**config.mk**
```make
export PLATFORM = sky130hd
export DESIGN_NAME = fifo_ctrl_flat
export DESIGN_NICKNAME = d
export VERILOG_FILES = /design/src/rtl/fifo_pkg.sv /design/src/rtl/fifo_if.sv /design/src/rtl/fifo_mem.sv /design/src/rtl/fifo_ctrl.sv /design/src/flat_wrapper.sv
export SDC_FILE = /design/constraint.sdc
export NUM_CORES = 1
export LEC_CHECK = 0
export ABC_AREA = 1
export ABC_CLOCK_PERIOD_IN_PS = 5950
export BUFFER_PORTS_ARGS = -buffer_cell sky130_fd_sc_hd__buf_2
export CORE_MARGIN = 3
export CORE_UTILIZATION = 55
export CTS_BUF_LIST = sky130_fd_sc_hd__clkbuf_4 sky130_fd_sc_hd__clkbuf_8
export CTS_CLUSTER_SIZE = 8
export DETAILED_ROUTE_END_ITERATION = 8
export GPL_TIMING_DRIVEN = 0
export HOLD_SLACK_MARGIN = 0.05
export PLACE_DENSITY = 0.87
export SETUP_SLACK_MARGIN = 0.2
export SYNTH_ARGS = -nofsm -noshare
export SYNTH_HDL_FRONTEND = slang
export SYNTH_SLANG_ARGS = --single-unit
export TNS_END_PERCENT = 20
```
**constraint.sdc**
```tcl
create_clock -name clk -period 5.95 [get_ports clk]
set_input_delay 1.19 -clock clk [delete_from_list [all_inputs] [get_ports clk]]
set_output_delay 1.19 -clock clk [all_outputs]
set_load 0.02 [all_outputs]
```
**src/rtl/fifo_pkg.sv**
```systemverilog
// -----------------------------------------------------------------------------
// fifo_pkg
// Shared constants for the FIFO slice: default word and address widths, and a
// helper that turns an address width into a storage depth.
// -----------------------------------------------------------------------------
package fifo_pkg;

   localparam int DEFAULT_DATA_WIDTH = 4;
   localparam int DEFAULT_ADDR_WIDTH = 3;

   // Number of storage entries addressed by an aw-bit address.
   function automatic int depth_of(input int aw);
      return 1 << aw;
   endfunction

endpackage

```
**src/rtl/fifo_if.sv**
```systemverilog
// -----------------------------------------------------------------------------
// fifo_if
// Producer/consumer handshake bundle for fifo_ctrl.
//   in_valid/in_ready/in_data    : enqueue side
//   out_valid/out_ready/out_data : dequeue side
//   count/full/empty             : status, driven by the FIFO
// Handshake rule (both sides): a transfer happens on a rising clk edge where
// valid and ready are both 1. The producer may hold or drop valid freely; the
// FIFO's ready/valid outputs depend only on registered state.
// Modports: master = bench/user side, slave = FIFO side.
// -----------------------------------------------------------------------------
interface fifo_if
   import fifo_pkg::*;
#(
   parameter int DATA_WIDTH = DEFAULT_DATA_WIDTH,
   parameter int ADDR_WIDTH = DEFAULT_ADDR_WIDTH
);

   logic                  in_valid;
   logic                  in_ready;
   logic [DATA_WIDTH-1:0] in_data;
   logic                  out_valid;
   logic                  out_ready;
   logic [DATA_WIDTH-1:0] out_data;
   logic [ADDR_WIDTH:0]   count;
   logic                  full;
   logic                  empty;

   modport master (
      output in_valid, in_data, out_ready,
      input  in_ready, out_valid, out_data, count, full, empty
   );

   modport slave (
      input  in_valid, in_data, out_ready,
      output in_ready, out_valid, out_data, count, full, empty
   );

endinterface

```
**src/rtl/fifo_mem.sv**
```systemverilog
// -----------------------------------------------------------------------------
// fifo_mem
// 1-write / 1-read register array, no reset.
//   clk : write clock
//   we  : write enable, wa : write address, wd : write data (synchronous)
//   ra  : read address, rd : read data (asynchronous)
// -----------------------------------------------------------------------------
module fifo_mem
   import fifo_pkg::*;
#(
   parameter int DATA_WIDTH = DEFAULT_DATA_WIDTH,
   parameter int ADDR_WIDTH = DEFAULT_ADDR_WIDTH
) (
   input  logic                  clk,
   input  logic                  we,
   input  logic [ADDR_WIDTH-1:0] wa,
   input  logic [DATA_WIDTH-1:0] wd,
   input  logic [ADDR_WIDTH-1:0] ra,
   output logic [DATA_WIDTH-1:0] rd
);

   localparam int DEPTH = depth_of(ADDR_WIDTH);

   logic [DATA_WIDTH-1:0] mem_q [DEPTH];

   always_ff @(posedge clk) begin
      if (we) begin
         mem_q[wa] <= wd;
      end
   end

   assign rd = mem_q[ra];

endmodule

```
**src/rtl/fifo_ctrl.sv**
```systemverilog
// -----------------------------------------------------------------------------
// fifo_ctrl
// Synchronous show-ahead FIFO controller in front of a register array.
//   clk : clock, rst : synchronous active-high reset
//   bus : fifo_if slave modport (enqueue/dequeue handshakes and status)
// Pointers carry one extra wrap bit so full and empty are distinguishable
// without a separate counter; count is simply their difference.
// -----------------------------------------------------------------------------
module fifo_ctrl
   import fifo_pkg::*;
#(
   parameter int DATA_WIDTH = DEFAULT_DATA_WIDTH,
   parameter int ADDR_WIDTH = DEFAULT_ADDR_WIDTH
) (
   input  logic  clk,
   input  logic  rst,
   fifo_if.slave bus
);

   localparam int PTR_W = ADDR_WIDTH + 1;

   logic [PTR_W-1:0]      wr_ptr_q, wr_ptr_d;
   logic [PTR_W-1:0]      rd_ptr_q, rd_ptr_d;
   logic                  empty, full;
   logic                  push, pop;
   logic [DATA_WIDTH-1:0] mem_rd;

   // Status is a function of the registered pointers only.
   assign empty = (wr_ptr_q == rd_ptr_q);
   assign full  = (wr_ptr_q[ADDR_WIDTH-1:0] == rd_ptr_q[ADDR_WIDTH-1:0]) &&
                  (wr_ptr_q[ADDR_WIDTH] != rd_ptr_q[ADDR_WIDTH]);

   assign push = bus.in_valid  && !full;
   assign pop  = bus.out_ready && !empty;

   always_comb begin
      wr_ptr_d = wr_ptr_q;
      rd_ptr_d = rd_ptr_q;
      if (push) begin
         wr_ptr_d = wr_ptr_q + PTR_W'(1);
      end
      if (pop) begin
         rd_ptr_d = rd_ptr_q + PTR_W'(1);
      end
   end

   always_ff @(posedge clk) begin
      if (rst) begin
         wr_ptr_q <= '0;
         rd_ptr_q <= '0;
      end else begin
         wr_ptr_q <= wr_ptr_d;
         rd_ptr_q <= rd_ptr_d;
      end
   end

   fifo_mem #(
      .DATA_WIDTH (DATA_WIDTH),
      .ADDR_WIDTH (ADDR_WIDTH)
   ) u_mem (
      .clk (clk),
      .we  (push),
      .wa  (wr_ptr_q[ADDR_WIDTH-1:0]),
      .wd  (bus.in_data),
      .ra  (rd_ptr_q[ADDR_WIDTH-1:0]),
      .rd  (mem_rd)
   );

   assign bus.in_ready  = !full;
   assign bus.out_valid = !empty;
   assign bus.full      = full;
   assign bus.empty     = empty;
   assign bus.count     = wr_ptr_q - rd_ptr_q;
   // Storage is never cleared, so hide whatever the head slot holds when empty.
   assign bus.out_data  = empty ? '0 : mem_rd;

endmodule

```
**src/flat_wrapper.sv**
```systemverilog
// flat-port wrapper written by rule: the top's interface ports become plain ports
module fifo_ctrl_flat import fifo_pkg::*;
#(
   parameter int DATA_WIDTH = DEFAULT_DATA_WIDTH,
   parameter int ADDR_WIDTH = DEFAULT_ADDR_WIDTH
)
  (clk, rst, bus_in_valid, bus_in_data, bus_out_ready, bus_in_ready, bus_out_valid, bus_out_data, bus_count, bus_full, bus_empty);
  fifo_if #(.DATA_WIDTH(DATA_WIDTH), .ADDR_WIDTH(ADDR_WIDTH)) bus_i ();
  input  logic clk;
  input  logic rst;
  input wire logic [$bits(bus_i.in_valid)-1:0] bus_in_valid;
  input wire logic [$bits(bus_i.in_data)-1:0] bus_in_data;
  input wire logic [$bits(bus_i.out_ready)-1:0] bus_out_ready;
  output wire logic [$bits(bus_i.in_ready)-1:0] bus_in_ready;
  output wire logic [$bits(bus_i.out_valid)-1:0] bus_out_valid;
  output wire logic [$bits(bus_i.out_data)-1:0] bus_out_data;
  output wire logic [$bits(bus_i.count)-1:0] bus_count;
  output wire logic [$bits(bus_i.full)-1:0] bus_full;
  output wire logic [$bits(bus_i.empty)-1:0] bus_empty;
  assign bus_i.in_valid = bus_in_valid;
  assign bus_i.in_data = bus_in_data;
  assign bus_i.out_ready = bus_out_ready;
  assign bus_in_ready = bus_i.in_ready;
  assign bus_out_valid = bus_i.out_valid;
  assign bus_out_data = bus_i.out_data;
  assign bus_count = bus_i.count;
  assign bus_full = bus_i.full;
  assign bus_empty = bus_i.empty;
  fifo_ctrl #(.DATA_WIDTH(DATA_WIDTH), .ADDR_WIDTH(ADDR_WIDTH)) u_core (.clk(clk), .rst(rst), .bus(bus_i));
endmodule
```
== After elaboration in Yosys (flattened, before gate mapping) ==
Memory sizes are Yosys's and may differ from the RTL's. A register that Yosys moved wholly into a read port is not among the register bits.
Cells that the tools add are included.
Word-level totals
  register bits after elaboration: 8
  RAM bits: 32
  memories kept: 1
Memories
  u_core.u_mem.mem_q: depth 8, bits a word 4, rd ports 1, clocked after Yosys merged registers in 1, write ports 1, RTL line fifo_mem.sv:24  | logic [DATA_WIDTH-1:0] mem_q [DEPTH];
Operators by class
  $add $sub $neg: 3
  equal/unequal tests: 3
  mux-type cells: 5
  reductions and logical operators: 5
Operators by type and width (count)
  4-bit by 1-bit adder with 4-bit output (second input constant): 2
  3-bit two-way mux: 2
  4-bit == test: 1
  4-bit two-way mux: 1
  4-bit subtractor: 1
  3-bit == test: 1
  1-bit logical AND: 3
  1-bit logical NOT: 2
  1-bit two-way mux: 2
  1-bit != test: 1

== Depth between registers and ports, before layout ==
Gate-level depths: netlist of the first run.
  depth in word-level cells: 6
  depth in mapped cells: 9
  gate-level depth less buffers: 9

== Modules after synthesis ==
Synthesis of the first run repeated with hierarchy kept, for this count alone.
Unflattened totals
  cell total of the unflattened synthesis: 243
  area, all modules: 2104.5 um^2
By module, submodules not included
  fifo_mem: times used 1, cells each 156, area an instance 1487.7 um^2, sequential area each 960.9 um^2
  fifo_ctrl: times used 1, cells each 87, area an instance 616.8 um^2, sequential area each 160.2 um^2

== Worst setup path before layout of the first run ==
OpenSTA, ideal clock, no wires.
  path type: register to output
  start: register u_core.wr_ptr_q[0]
  end: output port bus_out_data[0]
  arrival time: 1515 ps
  required time: 4760 ps
  path slack: 3245 ps
  stages on the path, launching flop included: 8
  cells stage by stage: dfxtp_1 inv_1 ha_1 nand3_1 clkinv_2 nand2_4 nand2_1 nor2_1
Between the ends
  cells in the longest elaborated chain, start to end: 2
RTL lines
  from (decl): RTL line fifo_ctrl.sv:22  | logic [PTR_W-1:0] wr_ptr_q, wr_ptr_d;
  from (signal assigned): RTL line fifo_ctrl.sv:52  | wr_ptr_q <= wr_ptr_d;
  4-bit == test: RTL line fifo_ctrl.sv:29  | assign empty = (wr_ptr_q == rd_ptr_q);
  4-bit two-way mux: RTL line fifo_ctrl.sv:75  | assign bus.out_data = empty ? '0 : mem_rd;
  to (decl): RTL line flat_wrapper.sv:16  | output wire logic [$bits(bus_i.out_data)-1:0] bus_out_data;
No other way between the ends.

== Worst setup path after layout of the first run ==
  start: register u_core.wr_ptr_q[0]
  end: output port bus_out_data[1]
The elaborated chain is that of the path after synthesis.

==> flow_summary.json, run 1 <==
{
  "critPathMaxFanout": 9,
  "final_core_util": 0.6735,
  "drc": 0,
  "period_minus_slack_ps": 3076,
  "synth_edf_count": 32,
  "ff2ff_setup_slack_ps": 3750,
  "post_cts_buffers": 0,
  "timing.rr.start": "u_core.wr_ptr_q[0]",
  "finalPower_w": 0.0007663,
  "die_width_um": 67.34,
  "leakagePower_nw": 1.007,
  "yosysSeqAreaShare": 0.5707,
  "yosysTopAreaCell": "edfxtp_1",
  "ant_nets": 0,
  "antenna_found_initial": 0,
  "finalHoldViolCount": 0,
  "critPathLaunchType": "register",
  "yosysMostFrequentCell": "nor2_1",
  "io_pins": 20,
  "min_from": "u_core.wr_ptr_q[3]",
  "numCtsBuffers": 5,
  "drt-pass1-iter-count": 4,
  "power_per_cell_area_nw_per_um2": 328.0,
  "fmax_ghz": 0.3251,
  "outcome": "completed",
  "ys_ff_latch": 43,
  "setup_viol": 0,
  "vias": 1496,
  "cp-startpoint": "u_core.wr_ptr_q[0]",
  "fin_nets": 263,
  "dpl-instance-area_um2": 2222,
  "slew_viol_final": 0,
  "final_area_um2": 2336,
  "grt.overflow.total": 0,
  "yosys.area.top_type_share": 0.4643,
  "rr_worst_depth": 7,
  "clk_pin_slew_ps": 70,
  "dp_slack_ps": 3175,
  "crit_required_ps": 4760,
  "drt_iter0_drc": 64,
  "core_area_um2": 3468,
  "die_area_um2": 4535,
  "worst-slew-pin-transition_ps": 646.5,
  "routed_wl_um": 3876,
  "hp-class": "register to register",
  "setup_tns_ps": 0,
  "hold_buffers": 0,
  "cts_tree": "built",
  "grt_usage": 0.1961,
  "start_util": 0.5967,
  "via_per_inst": 5.054,
  "rsz0062_at_grt": "no",
  "synth.area.top_cells": "edfxtp_1, dfxtp_1, nor2_1, nand2_1, inv_1",
  "grt_max_degree": 14,
  "wl_per_cell_um": 13.09,
  "cts_buffer_depth": 2,
  "grt_pass1_vias": 1415,
  "clk_latency_ps": 290,
  "drive_above_1_share": 0.1960,
  "rows": 21,
  "io_buffers": 19,
  "max_slew_margin": 0.5657,
  "cts_resized": 0,
  "syn_area_um2": 2069,
  "die_h_um": 67.34,
  "maxCapViolations": 0,
  "synthFlopType": "edfxtp_1",
  "post-route-worst-setup-slack_ps": 2874,
  "dp_hpwl_um": 2848,
  "yosysWarnings": 0,
  "async_reset_ff_frac": 0,
  "critPathKind": "register to output pin",
  "h-tree-depth": 2,
  "antennaDiodeCount": 0,
  "cts-root-buf": "clkbuf_8",
  "syn-instance-count": 223,
  "syn_area_per_cell_um2": 9.280,
  "end_kind": "output pin",
  "synth_cell_types": 25,
  "grt_pass1_wl_um": 6327,
  "arrival_ps": 1890,
  "period_share": 0.5170,
  "place.gp.congestion": 0.7673,
  "whs_path_depth": 2,
  "synth_fp_nets": 237,
  "skew_ps": 6.663,
  "synthTopCellsByCount": "nor2_1, nand2_1, edfxtp_1, inv_1",
  "areaGrowthSynthToFinish_pct": 12.88,
  "peakVddDrop_mv": 0.1850,
  "cts_sinks": 43
}
## state kept, by name (all words and copies together) (netlist names), named ones only
name	flops
u_core.rd_ptr_q	4
u_core.wr_ptr_q	4
u_core.u_mem.mem_q	32
## cell type report
cell class	count	area, µm²
clock buffers	7	83.83
well taps	46	57.56
clock inverters	1	30.03
repair buffers	19	95.09
fillers	284	1132
multi-input cells	148	737.0
flip-flops and latches	43	1181
inverters	26	105.1
plain buffers	6	46.29
## where the power goes
part	total, W	leakage, nW	internal, W	switching [W]
clock	0.000226	0.0593	0.000135	0.0000913
combinational	0.000197	0.567	0.0000670	0.000130
sequential	0.000343	0.381	0.000334	0.00000898
total	0.000766	1.01	0.000536	0.000231
## layer usage
metal / up-vias / global-route usage / routed length [µm]
met1: 690 / 0.2191 / 1666
li1: 769 / - / -
met4: 0 / 0.09114 / 57
met5: - / 0 / 0
met3: 5 / 0.04160 / 178
met2: 32 / 0.3546 / 1973
## per-stage QoR
step / cells / hold WS [ps]
2_1_floorplan: 223 / 486.3
3_3_place_gp: 288 / 515.5
3_5_place_dp: 288 / 518.1
4_1_cts: 296 / 528.2
5_1_grt: 296 / 553.2
6_report: 296 / 522.7
## cell usage in the layout (no fill, tap or decap), drive strengths merged
master,netlist,layout
a21oi,6,6
buf,5,24
bufinv,0,1
clkbuf,1,8
clkinv,3,3
dfxtp,11,11
edfxtp,32,32
fa,1,1
ha,5,5
inv,23,23
nand2,48,48
nand3,11,11
nand4,2,2
nor2,55,55
nor3,3,3
o21ai,13,13
xnor2,1,1
xor2,3,3
## final timing paths
| path | end |
|---|---|
| max | bus_out_data[1] |
| min | u_core.wr_ptr_q[3] |
| max reg2reg | u_core.u_mem.mem_q[3][1] |
| min reg2reg | u_core.wr_ptr_q[3] |
## cell families after synthesis
kind of cell,Yosys count,share of synthesized area
compound gates,19,0.04595
xor+xnor,4,0.01693
fa+ha+maj,6,0.03990
buf+inv,32,0.07315
simple gates,119,0.2533
flops,43,0.5707
## worst max-delay path: stages (launching register included)
cell	delay [ps]
dfxtp_1	390
inv_1	160
ha_1	340
nand3_1	110
clkinv_2	100
nand2_4	150
nand2_1	70
nor2_1	90
buf_2	170
Note: power is estimated with default switching activity, not from simulation.
==> inputs of run 2 (changes only) <==
ABC_AREA = 0   (was 1)
ABC_CLOCK_PERIOD_IN_PS = 3100   (was 5950)
clock period = 3.1 ns   (was 5.95 ns; I/O delays follow)
==> flow_summary.json, run 2 <==
{
  "outcome": "completed",
  "wl_per_cell_um": 16.35,
  "synth.area.top_cells": "edfxtp_1, dfxtp_1, mux4_2, ha_1, xnor2_1",
  "worst-slew-pin-transition_ps": 956.0,
  "yosys.area.top_type_share": 0.5246,
  "synth_cell_types": 29,
  "final_core_util": 0.6726,
  "async_reset_ff_frac": 0,
  "fillers": 246,
  "internal_power_w": 0.0009649,
  "yosysSeqAreaShare": 0.6448,
  "synthTopCellsByCount": "edfxtp_1, dfxtp_1, nor2_1, inv_1, mux4_2",
  "maxCapViolations": 0,
  "place.gp.congestion": 0.8865,
  "clkPwrFrac": 0.250,
  "arrival_ps": 2160,
  "fmax_ghz": 0.3601,
  "io_pins": 20,
  "hp-class": "input pin to register",
  "drt_iter0_drc": 38,
  "setup_viol": 0,
  "ff2ff_setup_slack_ps": 830,
  "fin_nets": 167,
  "rows": 20,
  "rr_worst_depth": 6,
  "grt_pass1_wl_um": 5526,
  "largest_reg_flops": 32,
  "peakVddDrop_mv": 0.3830,
  "clk_pin_slew_ps": 120,
  "areaGrowthSynthToFinish_pct": 13.93,
  "start_util": 0.5903,
  "layout.cells.non_filler": 198,
  "drive_above_1_share": 0.2792,
  "syn_area_per_cell_um2": 14.65,
  "cts_sinks": 43,
  "die_width_um": 63.71,
  "dp_hpwl_um": 2357,
  "yosysMostFrequentCell": "edfxtp_1",
  "switchingPower_w": 0.0003997,
  "skew_ps": 9.973,
  "dpl-instance-area_um2": 1982,
  "synth_fp_nets": 139,
  "reg_top3": "u_core.u_mem.mem_q: 32 flops, u_core.rd_ptr_q: 4 flops, u_core.wr_ptr_q: 4 flops",
  "drt-pass1-iter-count": 4,
  "slew_viol_final": 0,
  "grt_max_degree": 14,
  "finalHoldViolCount": 0,
  "grt_usage": 0.1824,
  "ys_ff_latch": 43,
  "h-tree-depth": 2,
  "numCtsBuffers": 5,
  "syn_area_um2": 1832,
  "synth_edf_count": 32,
  "crit_chain": "inv_1 > ha_1 > nand3_2 > nor2_4 > and2b_2 > a22o_1 > buf_2",
  "dp.cells": 188,
  "reg2reg_to": "u_core.u_mem.mem_q[4][2]",
  "crit_path_top_delay_cell": "dfxtp_1",
  "sequentialPowerShare": 0.481,
  "whs_path_depth": 2,
  "core_area_um2": 3103,
  "max_slew_margin": 0.3568,
  "die_area_um2": 4059,
  "slowest_delay_ps": 460,
  "cts-root-buf": "clkbuf_4",
  "timing.rr.start": "u_core.rd_ptr_q[1]",
  "critPathKind": "register to output pin",
  "synthFlopType": "edfxtp_1",
  "finalPower_w": 0.001365,
  "power_per_cell_area_nw_per_um2": 653.8,
  "cts_buffer_depth": 2,
  "swShare": 0.2929,
  "critPathMaxFanout": 5,
  "critPathLaunchType": "register",
  "grt_pass1_vias": 1114,
  "period_share": 0.8959,
  "drc": 0,
  "yosysTopAreaCell": "edfxtp_1",
  "period_minus_slack_ps": 2777,
  "cts_tree": "built",
  "antenna_found_initial": 0,
  "vias": 1098,
  "rsz0062_at_grt": "no",
  "combPwrFrac": 0.269,
  "setup_tns_ps": 0,
  "die_h_um": 63.71,
  "min_from": "rst",
  "grt.overflow.total": 0,
  "leakagePower_nw": 0.7768,
  "largest_register": "u_core.u_mem.mem_q",
  "final_area_um2": 2087,
  "final_cell_mix": "edfxtp_1, buf_2, nor2_1, dfxtp_1, inv_1",
  "hold_buffers": 0,
  "layout_commonest_cell": "edfxtp_1",
  "yosysWarnings": 0,
  "routed_wl_um": 3237,
  "syn-instance-count": 125,
  "end_kind": "output pin",
  "crit_required_ps": 2480,
  "ant_nets": 0,
  "antennaDiodeCount": 0,
  "via_per_inst": 5.545,
  "whs_endpoint": "u_core.rd_ptr_q[2]",
  "clk_latency_ps": 350,
  "io_buffers": 19
}
[run 2: kinds of logic after synthesis]
family          Yosys count  synth area share
mux                       9            0.1038
xor+xnor                  9           0.04714
buf+inv                  13           0.02732
simple gates             30           0.07787
fa+ha+maj                 6           0.04508
compound gates           15           0.05396
flops                    43            0.6448
[run 2: final cells by class]
cell class,instances,area (µm²),area share
plain buffers,4,16.27,0.007794
clock buffers,5,37.54,0.01799
clock inverters,3,38.79,0.01859
inverters,9,33.78,0.01619
multi-input cells,69,610.6,0.2926
flip-flops and latches,43,1185,0.5677
well taps,44,55.05,0.02638
repair buffers,21,110.1,0.05276
[run 2: worst max-delay path by stage]
stage                            start  slack (ps)         endpoint  cells past startpoint
floorplan           u_core.wr_ptr_q[0]         690  bus_out_data[0]                      6
global placement    u_core.wr_ptr_q[0]         580  bus_out_data[0]                      7
detailed placement  u_core.wr_ptr_q[0]         500  bus_out_data[0]                      7
CTS                 u_core.wr_ptr_q[0]         210  bus_out_data[0]                      7
global route        u_core.rd_ptr_q[1]         190  bus_out_data[0]                      7
finish              u_core.rd_ptr_q[1]         320  bus_out_data[0]                      7
[run 2: per-stage QoR]
step	hold WS (ps)	setup slack (ps)
floorplan	500.1	689.3
global placement	524.8	580.4
detailed placement	548.1	495.6
CTS	417.7	210.0
global route	406.9	192.8
finish	426.1	322.8
[run 2: routing by layer]
layer  global-route usage  vias up  share of wire
li1                     -      522              -
met5                    0        -              0
met4              0.04852        0          0.013
met1               0.2258      539           0.41
met2               0.3090       31           0.52
met3              0.05704        6          0.056
[run 2: repair_timing]
| item | 4_1_cts | 5_1_grt |
|---|---|---|
| buffers inserted | 0 | 2 |
| setup endpoints to repair | 4 | 4 |
| pin swaps | 0 | 1 |
| gates resized for setup | 2 | 2 |
[run 2: worst max-delay path: cells and delay by family (launching register included)]
| kind | cells | cell delay [ps] |
|---|---|---|
| and+or+nand+nor | 3 | 590 |
| AOI/OAI and AO/OA | 1 | 210 |
| adders and majority gates | 1 | 330 |
| buffers and inverters | 2 | 220 |
| DFF | 1 | 460 |
[run 2: power groups by stage]
stage	registers (W)	logic (W)	clock network, W
2_1_floorplan	0.000665	0.000248	0
4_1_cts	0.000657	0.000348	0.000346
6_report	0.000657	0.000367	0.000341
3_3_place_gp	0.000668	0.000333	0
3_5_place_dp	0.000669	0.000341	0
5_1_grt	0.000661	0.000400	0.000375
==> inputs of run 3 (changes only) <==
CORE_UTILIZATION = 42   (was 55)
PLACE_DENSITY = 0.72   (was 0.87)
==> flow_summary.json, run 3 (synthesis gave the netlist of run 2 again) <==
{
  "outcome": "completed",
  "leakagePower_nw": 0.7798,
  "layout_commonest_cell": "edfxtp_1",
  "period_share": 0.8739,
  "vias": 1089,
  "areaGrowthSynthToFinish_pct": 15.03,
  "period_minus_slack_ps": 2709,
  "grt_usage": 0.1438,
  "dp_hpwl_um": 2500,
  "fin_nets": 165,
  "cts_buffer_depth": 2,
  "final_cell_mix": "edfxtp_1, buf_2, nor2_1, dfxtp_1, inv_1",
  "drc": 0,
  "rsz0062_at_grt": "no",
  "rows": 23,
  "cts-root-buf": "clkbuf_8",
  "largest_reg_flops": 32,
  "numCtsBuffers": 5,
  "finalHoldViolCount": 0,
  "critPathLaunchType": "register",
  "grt_max_degree": 13,
  "sequentialPowerShare": 0.463,
  "setup_viol": 0,
  "wl_per_cell_um": 16.42,
  "via_per_inst": 5.418,
  "grt_pass1_vias": 1119,
  "dp_slack_ps": 478.8,
  "final_core_util": 0.5120,
  "die_area_um2": 5190,
  "crit_required_ps": 2480,
  "clkPwrFrac": 0.291,
  "arrival_ps": 2090,
  "die_h_um": 72.04,
  "h-tree-depth": 2,
  "whs_ps": 492.6,
  "cts_tree": "built",
  "io_pins": 20,
  "end_kind": "output pin",
  "post-route-worst-setup-slack_ps": 391.0,
  "combPwrFrac": 0.246,
  "maxCapViolations": 0,
  "critPathKind": "register to output pin",
  "place.gp.congestion": 0.8110,
  "hp-class": "input pin to register",
  "die_width_um": 72.04,
  "swShare": 0.2751,
  "finalPower_w": 0.001418,
  "antenna_found_initial": 0,
  "cts_sinks": 43,
  "max_slew_margin": 0.3556,
  "busiest_layer": "met2",
  "largest_register": "u_core.u_mem.mem_q",
  "power_per_cell_area_nw_per_um2": 673.1,
  "clk_pin_slew_ps": 70,
  "antennaDiodeCount": 0,
  "reg_top3": "u_core.u_mem.mem_q: 32 flops, u_core.rd_ptr_q: 4 flops, u_core.wr_ptr_q: 4 flops",
  "use_met1": 0.1834,
  "drive_above_1_share": 0.2715,
  "switchingPower_w": 0.0003902,
  "ant_nets": 0,
  "core_area_um2": 4115,
  "worst-slew-pin-transition_ps": 957.8,
  "skew_ps": 7.860,
  "grt_util_met2": 0.2296,
  "drt_iter0_drc": 63,
  "met3_usage": 0.04294,
  "critPathMaxFanout": 6,
  "routed_wl_um": 3301,
  "internal_power_w": 0.001028,
  "start_util": 0.4451,
  "drt-pass1-iter-count": 4,
  "io_buffers": 19,
  "ff2ff_setup_slack_ps": 850,
  "peakVddDrop_mv": 0.3289,
  "setup_tns_ps": 0,
  "grt.overflow.total": 0,
  "slew_viol_final": 0,
  "grt_pass1_wl_um": 5513,
  "clk_latency_ps": 290,
  "fillers": 358,
  "fmax_ghz": 0.3691
}
run 3: power by group through the flow:
stage          Clock, W  Sequential [W]  Combinational, W
2_1_floorplan         0        0.000665          0.000248
3_3_place_gp          0        0.000668          0.000333
3_5_place_dp          0        0.000669          0.000348
4_1_cts        0.000426        0.000656          0.000356
5_1_grt        0.000454        0.000660          0.000385
6_report       0.000412        0.000657          0.000350
run 3: path summary, 6_finish.rpt:
| path | cells after the start | start | endpoint |
|---|---|---|---|
| worst max-delay path | 7 | u_core.wr_ptr_q[0] | bus_out_data[2] |
| worst min-delay path | 2 | rst | u_core.rd_ptr_q[2] |
| worst max register to register | 5 | u_core.wr_ptr_q[0] | u_core.u_mem.mem_q[0][2] |
| worst min register to register | 2 | u_core.rd_ptr_q[2] | u_core.rd_ptr_q[2] |
run 3: area by class of cell:
cell class	instances	area [µm²]	share of cell area
buffer	4	16.27	0.007720
timing repair buffer	19	95.09	0.04513
clock inverter	1	30.03	0.01425
tap	50	62.56	0.02969
sequential	43	1182	0.5612
clock buffer	6	76.32	0.03622
inverter	9	33.78	0.01603
multi-input combinational	69	610.6	0.2898
run 3: per-layer routing:
layer / part of all wire / up-vias
li1: - / 515
met1: 0.43 / 528
met2: 0.48 / 38
met3: 0.061 / 8
met4: 0.026 / 0
met5: 0 / -
run 3: timing repair:
| item | CTS | global route |
|---|---|---|
| resized for setup | 2 | 1 |
| endpoints found under the setup margin | 4 | 4 |
| setup buffers | 0 | 0 |
| hold buffers | 0 | 0 |
| pin swaps | 0 | 0 |
run 3: worst max-delay path: stages (launching register included):
cell	delay (ps)
dfxtp_2	380
inv_1	100
ha_1	340
nand3_2	170
nor2_4	180
and2b_2	270
a22o_1	200
buf_2	160
run 3: per-stage QoR:
stage / instance area (µm²) / instances
after floorplan: 1832 / 125
after global placement: 1989 / 194
after detailed placement: 1989 / 194
after CTS: 2106 / 201
after global routing: 2107 / 201
final: 2107 / 201
